<file path="config.mk">
export PLATFORM = sky130hd
export DESIGN_NAME = gaplus_coin_ctrl
export DESIGN_NICKNAME = d
export VERILOG_FILES = /design/src/rtl/gaplus_coin_ctrl.sv
export SDC_FILE = /design/constraint.sdc
export NUM_CORES = 1
export LEC_CHECK = 0
export ABC_AREA = 1
export BUFFER_PORTS_ARGS = -buffer_cell sky130_fd_sc_hd__buf_2
export CAP_MARGIN = 20
export CORE_ASPECT_RATIO = 1.1
export CORE_MARGIN = 10
export CORE_UTILIZATION = 35
export CTS_BUF_LIST = sky130_fd_sc_hd__clkbuf_8
export DETAILED_ROUTE_END_ITERATION = 8
export PLACE_DENSITY = 0.58
export SETUP_SLACK_MARGIN = 0.1
export SYNTH_ARGS = -nofsm -noshare
export SYNTH_HDL_FRONTEND = slang
export SYNTH_SLANG_ARGS = --single-unit
export TNS_END_PERCENT = 50
</file>
<file path="constraint.sdc">
create_clock -name clk -period 6.6 [get_ports clk]
set_clock_uncertainty 0.2 [all_clocks]
set_input_delay 0.66 -clock clk [delete_from_list [all_inputs] [get_ports clk]]
set_output_delay 0.66 -clock clk [all_outputs]
set_load 0.01 [all_outputs]
</file>
<file path="src/rtl/gaplus_coin_ctrl.sv">
// gaplus_coin_ctrl: frame-rate coin chute debounce, pending meter counts and
// round-robin scheduling of the shared coin-meter solenoid driver.
module gaplus_coin_ctrl #(
  parameter int DEB_FRAMES = 3,
  parameter int PULSE_ON   = 4,
  parameter int PULSE_OFF  = 4
) (
  input  logic       clk,
  input  logic       reset_n,
  input  logic       VBLK,
  input  logic [1:0] COIN_RAW,
  input  logic [1:0] LOCKOUT,
  output logic [1:0] COIN_EV,
  output logic [1:0] METER,
  output logic [3:0] PEND0,
  output logic [3:0] PEND1,
  output logic       BUSY
);
  typedef enum logic [1:0] {IDLE, ON, OFF} state_t;
  state_t     state, state_nx;
  logic       vblk_d, tick, ptr, ptr_nx, gsel;
  logic [3:0] fcnt, fcnt_nx;
  logic [1:0] deb, hit, acc, dec;
  logic [3:0] dcnt [2];
  logic [3:0] pend [2];
  assign tick  = VBLK & ~vblk_d;
  assign PEND0 = pend[0];
  assign PEND1 = pend[1];
  // ptr holds the last granted chute; it resets to 1 so chute 0 wins first
  assign gsel  = (|pend[0] && |pend[1]) ? ~ptr : |pend[1];
  always_comb begin
    hit = '0;
    acc = '0;
    for (int i = 0; i < 2; i++) begin
      hit[i] = (COIN_RAW[i] != deb[i]) && (dcnt[i] == 4'(DEB_FRAMES - 1));
      acc[i] = tick & hit[i] & COIN_RAW[i] & ~LOCKOUT[i];
    end
  end
  always_ff @(posedge clk or negedge reset_n)
    if (!reset_n) begin
      vblk_d  <= 1'b0;
      deb     <= '0;
      COIN_EV <= '0;
      for (int i = 0; i < 2; i++) begin
        dcnt[i] <= '0;
        pend[i] <= '0;
      end
    end else begin
      vblk_d <= VBLK;
      for (int i = 0; i < 2; i++) begin
        if (tick) begin
          dcnt[i]    <= (COIN_RAW[i] == deb[i] || hit[i]) ? 4'd0 : dcnt[i] + 4'd1;
          deb[i]     <= hit[i] ? COIN_RAW[i] : deb[i];
          COIN_EV[i] <= acc[i];
        end
        // an accept and a grant on the same tick cancel, even when saturated
        pend[i] <= (acc[i] & ~dec[i]) ? ((&pend[i]) ? pend[i] : pend[i] + 4'd1) :
                   (dec[i] & ~acc[i]) ? pend[i] - 4'd1 : pend[i];
      end
    end
  always_ff @(posedge clk or negedge reset_n)
    if (!reset_n) begin
      state <= IDLE;
      fcnt  <= '0;
      ptr   <= 1'b1;
    end else begin
      state <= state_nx;
      fcnt  <= fcnt_nx;
      ptr   <= ptr_nx;
    end
  always_comb begin
    state_nx = state;
    fcnt_nx  = fcnt;
    ptr_nx   = ptr;
    dec      = '0;
    if (tick)
      case (state)
        IDLE:
          if (|pend[0] || |pend[1]) begin
            ptr_nx   = gsel;
            dec      = gsel ? 2'b10 : 2'b01;
            fcnt_nx  = 4'(PULSE_ON);
            state_nx = ON;
          end
        ON: begin
          fcnt_nx = fcnt - 4'd1;
          if (fcnt == 4'd1) begin
            fcnt_nx  = 4'(PULSE_OFF);
            state_nx = OFF;
          end
        end
        OFF: begin
          fcnt_nx  = fcnt - 4'd1;
          state_nx = (fcnt == 4'd1) ? IDLE : OFF;
        end
        default: state_nx = IDLE;
      endcase
  end
  always_comb begin
    METER = (state == ON) ? (ptr ? 2'b10 : 2'b01) : 2'b00;
    BUSY  = state != IDLE;
  end
endmodule

</file>
* Word-level counts from Yosys, hierarchy flattened
Index checks and enable logic that the tools add are counted.
** Word-level totals
- Bits in registers :: 28
- Bits of input ports :: 7
- Output and inout bits :: 13
** Cells by class
- Add/subtract/negate cells :: 7
- Equal/unequal tests :: 13
- Multiplexer cells :: 22
- Bitwise operators :: 19
- Reductions and logical operators :: 22
** Operators by type and width (count)
- $mux W4 :: 10
- $mux W2 :: 9
- $add A4 B1 Y4 const B :: 4
- $pmux W4 S3 :: 1
- $sub A4 B1 Y4 const B :: 3
- $and A1 B1 Y1 :: 11
- $reduce_and A3 Y1 :: 3
- $eq A4 B2 Y1 const B :: 2
- $ne A2 B2 Y1 const B :: 4
- $not A1 Y1 :: 8
- $reduce_and A2 Y1 :: 4
- $reduce_and A4 Y1 :: 2
- $reduce_or A4 Y1 :: 2
- $pmux W2 S3 :: 1
- $reduce_bool A2 Y1 :: 3
- $eq A4 B1 Y1 const B :: 1
- $logic_and A1 B1 Y1 :: 3
- $logic_or A1 B1 Y1 :: 3
- $reduce_bool A3 Y1 :: 1
- $eq A1 B1 Y1 :: 2
- $eq A2 B1 Y1 const B :: 1
- $eq A2 B2 Y1 const B :: 1
- $logic_not A2 Y1 :: 1
- $ne A1 B1 Y1 :: 2
- $mux W1 :: 1

* Longest topological paths before layout
- Word-level depth :: 11
- Gate-level depth with buffers :: 15
- Mapped depth without buffers :: 15

* Least setup slack after synthesis
OpenSTA, ideal clock, no wires.
- Path type :: input to register
- From :: input VBLK
- To :: register pend (netlist bit PEND1[3])
- Setup time :: 0.117 ns
- Arrival :: 2.068 ns
- Data required time :: 6.283 ns
- Slack :: 4.215 ns
- Stages on the path :: 13
- Path buffers :: 0
- Cells stage by stage :: inv_2 nor2_4 nand4_1 nor2_2 nand2_1 ha_1 a21oi_1 inv_1 a21oi_1 o21bai_1 nand3_1 nand2_1 nand2_1
** On the way
- Word-level cells in the longest chain between the ends :: 8
** Ends and longest elaborated chain
- start, declared :: line 10 : input logic VBLK,
- $and A1 B1 Y1 (*) :: line 26 : assign tick = VBLK & ~vblk_d;
- $and A1 B1 Y1 (3 in a row) :: line 36 : acc[i] = tick & hit[i] & COIN_RAW[i] & ~LOCKOUT[i];
- $not A1 Y1 :: line 58 : (dec[i] & ~acc[i]) ? pend[i] - 4'd1 : pend[i];
- $and A1 B1 Y1 :: line 58
- $reduce_bool A2 Y1 (no source line)
- $reduce_and A2 Y1 (no source line)
- end signal, assigned by index :: line 57 : pend[i] <= (acc[i] & ~dec[i]) ? ((&pend[i]) ? pend[i] : pend[i] + 4'd1) :
- end, declared :: line 25 : logic [3:0] pend [2];
Every way passes the cells marked *; elsewhere a longest branch is shown, timed or not.
A chain may end at the register's enable or synchronous reset.

* Final worst setup path
- From :: register state[0]
- To :: register pend (netlist bit PEND1[3])
** On the way
- Word-level cells in the longest chain between the ends :: 7
** Ends and longest elaborated chain
- start, declared :: line 20 : state_t state, state_nx;
- start signal, assigned :: line 67 : state <= state_nx;
- $logic_not A2 Y1 (*) :: line 77 : case (state)
- $mux W2 (*) :: line 77
- $mux W2 (*) :: line 76 : if (tick)
- $not A1 Y1 :: line 57
- $and A1 B1 Y1 :: line 57
- $ne A2 B2 Y1 (no source line) or $reduce_bool A2 Y1 (tied branches)
- $reduce_and A2 Y1 (no source line)
Marks and branches as above.

==> flow_metrics.env <==
export IMPL_synth_cells_most_frequent="sky130_fd_sc_hd__nand2_1, sky130_fd_sc_hd__dfrtp_1, sky130_fd_sc_hd__inv_1"
export IMPL_rsz0062_at_grt="false"
export IMPL_cts_setup_buffers=0
export IMPL_synthArstFlopShare=1.000
export IMPL_final_critical_path_setup_slack_ns=4.061
export IMPL_yosysWarningCount=0
export IMPL_rr_startpoint="state[0]"
export IMPL_final_layout_size_suffix_gt1_frac=0.1502
export IMPL_yosys_area_top_type_share=0.3905
export IMPL_grt_overflow_total=0
export IMPL_placed_cells_incl_taps=285
export IMPL_part_of_the_power_in_registers=0.397
export IMPL_power_internal_uw=442.8
export IMPL_routed_wirelength_mm=3.444
export IMPL_slew_limit_headroom=0.5820
export IMPL_avgRoutedWirePerCell_um=11.92
export IMPL_slew_violations=0
export IMPL_weighted_congestion_at_the_end_of_routability_driven_global_placement=0.8120
export IMPL_worstPathRequired_ns=6.58
export IMPL_worstMarginPinSlew_ns=0.6270
export IMPL_final_cells=289
export IMPL_p_per_area_nw_per_um2=410.5
export IMPL_detail_route_vias_per_cell=4.913
export IMPL_max_freq_mhz=393.8
export IMPL_htree_levels=1
export IMPL_first_global_vias=1367
export IMPL_floorplan_die_width_um=87.04
export IMPL_cts_hold_buf=0
export IMPL_setup_worst_path_end_class="flip-flop"
export IMPL_initial_utilization=0.3668
export IMPL_place_detailed_hpwl_mm=2.689
export IMPL_port_buffers=19
export IMPL_clk_path_buf_depth=2
export IMPL_static_leakage_nw=0.9716
export IMPL_r2r_end="PEND1[3]"
export IMPL_crit_path_max_fanout=6
export IMPL_fin_nets=257
export IMPL_worst_endpoint_arrival_ns=2.52
export IMPL_global_route_usage_total=0.09039
export IMPL_synth_edff_count=0
export IMPL_slack_of_the_worst_reg_to_reg_path_ns=4.06
export IMPL_ys_dominant_reg_cell="sky130_fd_sc_hd__dfrtp_1"
export IMPL_io_pins=20
export IMPL_syn_area_um2=1730
export IMPL_remaining_drc_errors=0
export IMPL_ys_ff_latch=28
export IMPL_finalSetupViolations=0
export IMPL_layout_min_cycle_time_ns=2.539
export IMPL_yosysSeqAreaShare=0.4056
export IMPL_fp_dieH_um=93.75
export IMPL_area_sequential_um2=701.9
export IMPL_postRouteAntennaNets=0
export IMPL_power_frac_clock=0.118
export IMPL_multi_input_logic_area_um2=918.4
export IMPL_drt_pre_antenna_iters=4
export IMPL_synth_avg_cell_area_um2=8.201
export IMPL_areaGrowthSynthToFinish_pct=11.86
export IMPL_detailedRoute_firstIterationViolations=41
export IMPL_switching_power_summed_over_all_nets_uw=351.9
export IMPL_place_worst_setup_slack_ns=3.847
export IMPL_worstRegToRegCells=14
export IMPL_post_synth_top_area_cell="sky130_fd_sc_hd__dfrtp_1"
export IMPL_worstSetupPathType="flip-flop to flip-flop"
export IMPL_fp_dieArea_um2=8160
export IMPL_clock_tree_root_cell="sky130_fd_sc_hd__clkbuf_8"
export IMPL_diodes=0
export IMPL_post_synth_top_count_cell="sky130_fd_sc_hd__nand2_1"
export IMPL_worst_skew_pair_late_latency_ns=0.27
export IMPL_floorplan_rows=26
export IMPL_cts_resized=0
export IMPL_filler_cell_count=492
export IMPL_max_cap_violations=0
export IMPL_cts_tree="yes"
export IMPL_post_synth_main_area_contributors="sky130_fd_sc_hd__dfrtp_1, sky130_fd_sc_hd__ha_1, sky130_fd_sc_hd__nand2_1"
export IMPL_grt_antenna_before_repair=0
export IMPL_post_route_period_util=0.3847
export IMPL_grt_start_max_net_pins=29
export IMPL_post_layout_total_power_uw=794.6
export IMPL_comb_power_share=0.485
export IMPL_hold_path_class="primary input to asynchronous set/reset pin"
export IMPL_run_status="finished clean"
export IMPL_grt_first_pass_wirelength_mm=6.120
export IMPL_final_hold_violation_count=0
export IMPL_syn_nets=234
export IMPL_vdd_ir_drop_max_mv=0.1291
export IMPL_clk_pin_slew_worst_paths_ns=0.10
export IMPL_synthCells=211
export IMPL_tns_ns=0
export IMPL_power_switching_share=0.4428
export IMPL_critPathLaunchType="flip-flop"
export IMPL_cts_sink_count=28
export IMPL_postLayoutCoreUtil=0.4103
export IMPL_numCtsBuffers=3
export IMPL_fp_coreArea_um2=4717
export IMPL_dr_total_vias=1420
export IMPL_synth_distinct_cells=28
-- power groups by stage --
stage | sequential, mW | clock, mW | combinational (mW)
6_report | 0.315 | 0.0940 | 0.385
5_1_grt | 0.328 | 0.104 | 0.454
4_1_cts | 0.316 | 0.0991 | 0.392
3_5_place_dp | 0.320 | 0 | 0.388
3_3_place_gp | 0.318 | 0 | 0.386
2_1_floorplan | 0.316 | 0 | 0.282
-- kinds of logic (layout without fill, tap and decap cells) --
kind of cell | Yosys count | in the layout | synth area share
AO/OA/AOI/OAI | 28 | 28 | 0.08894
XOR/XNOR | 9 | 9 | 0.04556
adder cells (fa/ha/maj) | 16 | 16 | 0.1244
buffers and inverters | 29 | 51 | 0.06363
flip-flops | 28 | 28 | 0.4056
AND/OR/NAND/NOR | 101 | 101 | 0.2719
-- registers in the layout, indices dropped and copies added (netlist names) --
signal   count
COIN_EV      2
PEND1        4
vblk_d       1
fcnt         4
ptr          1
dcnt         8
PEND0        4
deb          2
state        2
-- cell usage in the layout, fill, tap and decap left out, types with 6 or more instances in the layout --
cell type and count:
sky130_fd_sc_hd__o21ai_0 14, sky130_fd_sc_hd__nand3_1 20, sky130_fd_sc_hd__nor2_1 21, sky130_fd_sc_hd__nand4_1 8, sky130_fd_sc_hd__xor2_1 6, sky130_fd_sc_hd__ha_1 14
sky130_fd_sc_hd__dfrtp_1 27, sky130_fd_sc_hd__inv_1 27, sky130_fd_sc_hd__nand2_1 36, sky130_fd_sc_hd__buf_2 19, sky130_fd_sc_hd__a21oi_1 7
-- per-layer routing --
metal	vias to the layer above	global-route usage	routed length, um
li1	736	-	-
met1	659	0.1107	1648
met2	18	0.1473	1628
met3	7	0.01649	83
met4	0	0.04459	84
met5	-	0	0
-- critical path: stages, from the launching register on --
cell	delay [ns]
sky130_fd_sc_hd__dfrtp_1	0.39
sky130_fd_sc_hd__inv_1	0.15
sky130_fd_sc_hd__ha_1	0.19
sky130_fd_sc_hd__inv_1	0.08
sky130_fd_sc_hd__nor2_2	0.16
sky130_fd_sc_hd__nand3_1	0.16
sky130_fd_sc_hd__nand2_1	0.17
sky130_fd_sc_hd__ha_1	0.25
sky130_fd_sc_hd__a21oi_1	0.14
sky130_fd_sc_hd__inv_1	0.05
sky130_fd_sc_hd__a21oi_1	0.14
sky130_fd_sc_hd__o21bai_1	0.15
sky130_fd_sc_hd__nand3_1	0.10
sky130_fd_sc_hd__nand2_1	0.06
sky130_fd_sc_hd__nand2_1	0.04
-- worst max path at each step --
stage / start / to / slack, ns
global placement: VBLK / PEND1[3] / 3.88
CTS: state[0] / PEND1[3] / 4.04
finish: state[0] / PEND1[3] / 4.06
floorplan: VBLK / PEND1[3] / 4.22
global route: state[0] / PEND1[3] / 3.73
detailed placement: VBLK / PEND1[3] / 3.85
-- metrics by stage --
stage / instance area, um2 / hold WS (ns)
after global placement: 1891 / 0.2646
after floorplan: 1730 / 0.1644
final: 1936 / 0.1918
after detailed placement: 1891 / 0.2628
after global routing: 1936 / 0.2465
after CTS: 1936 / 0.2175
-- layout make-up --
cell class,count,share of cell area
clock inverter,1,0.001939
tap,56,0.03620
multi-input combinational,154,0.4745
clock buffer,3,0.02133
inverter,28,0.05430
sequential,28,0.3626
timing repair buffer,19,0.04913
No activity file was read; power rests on OpenSTA's default activity.
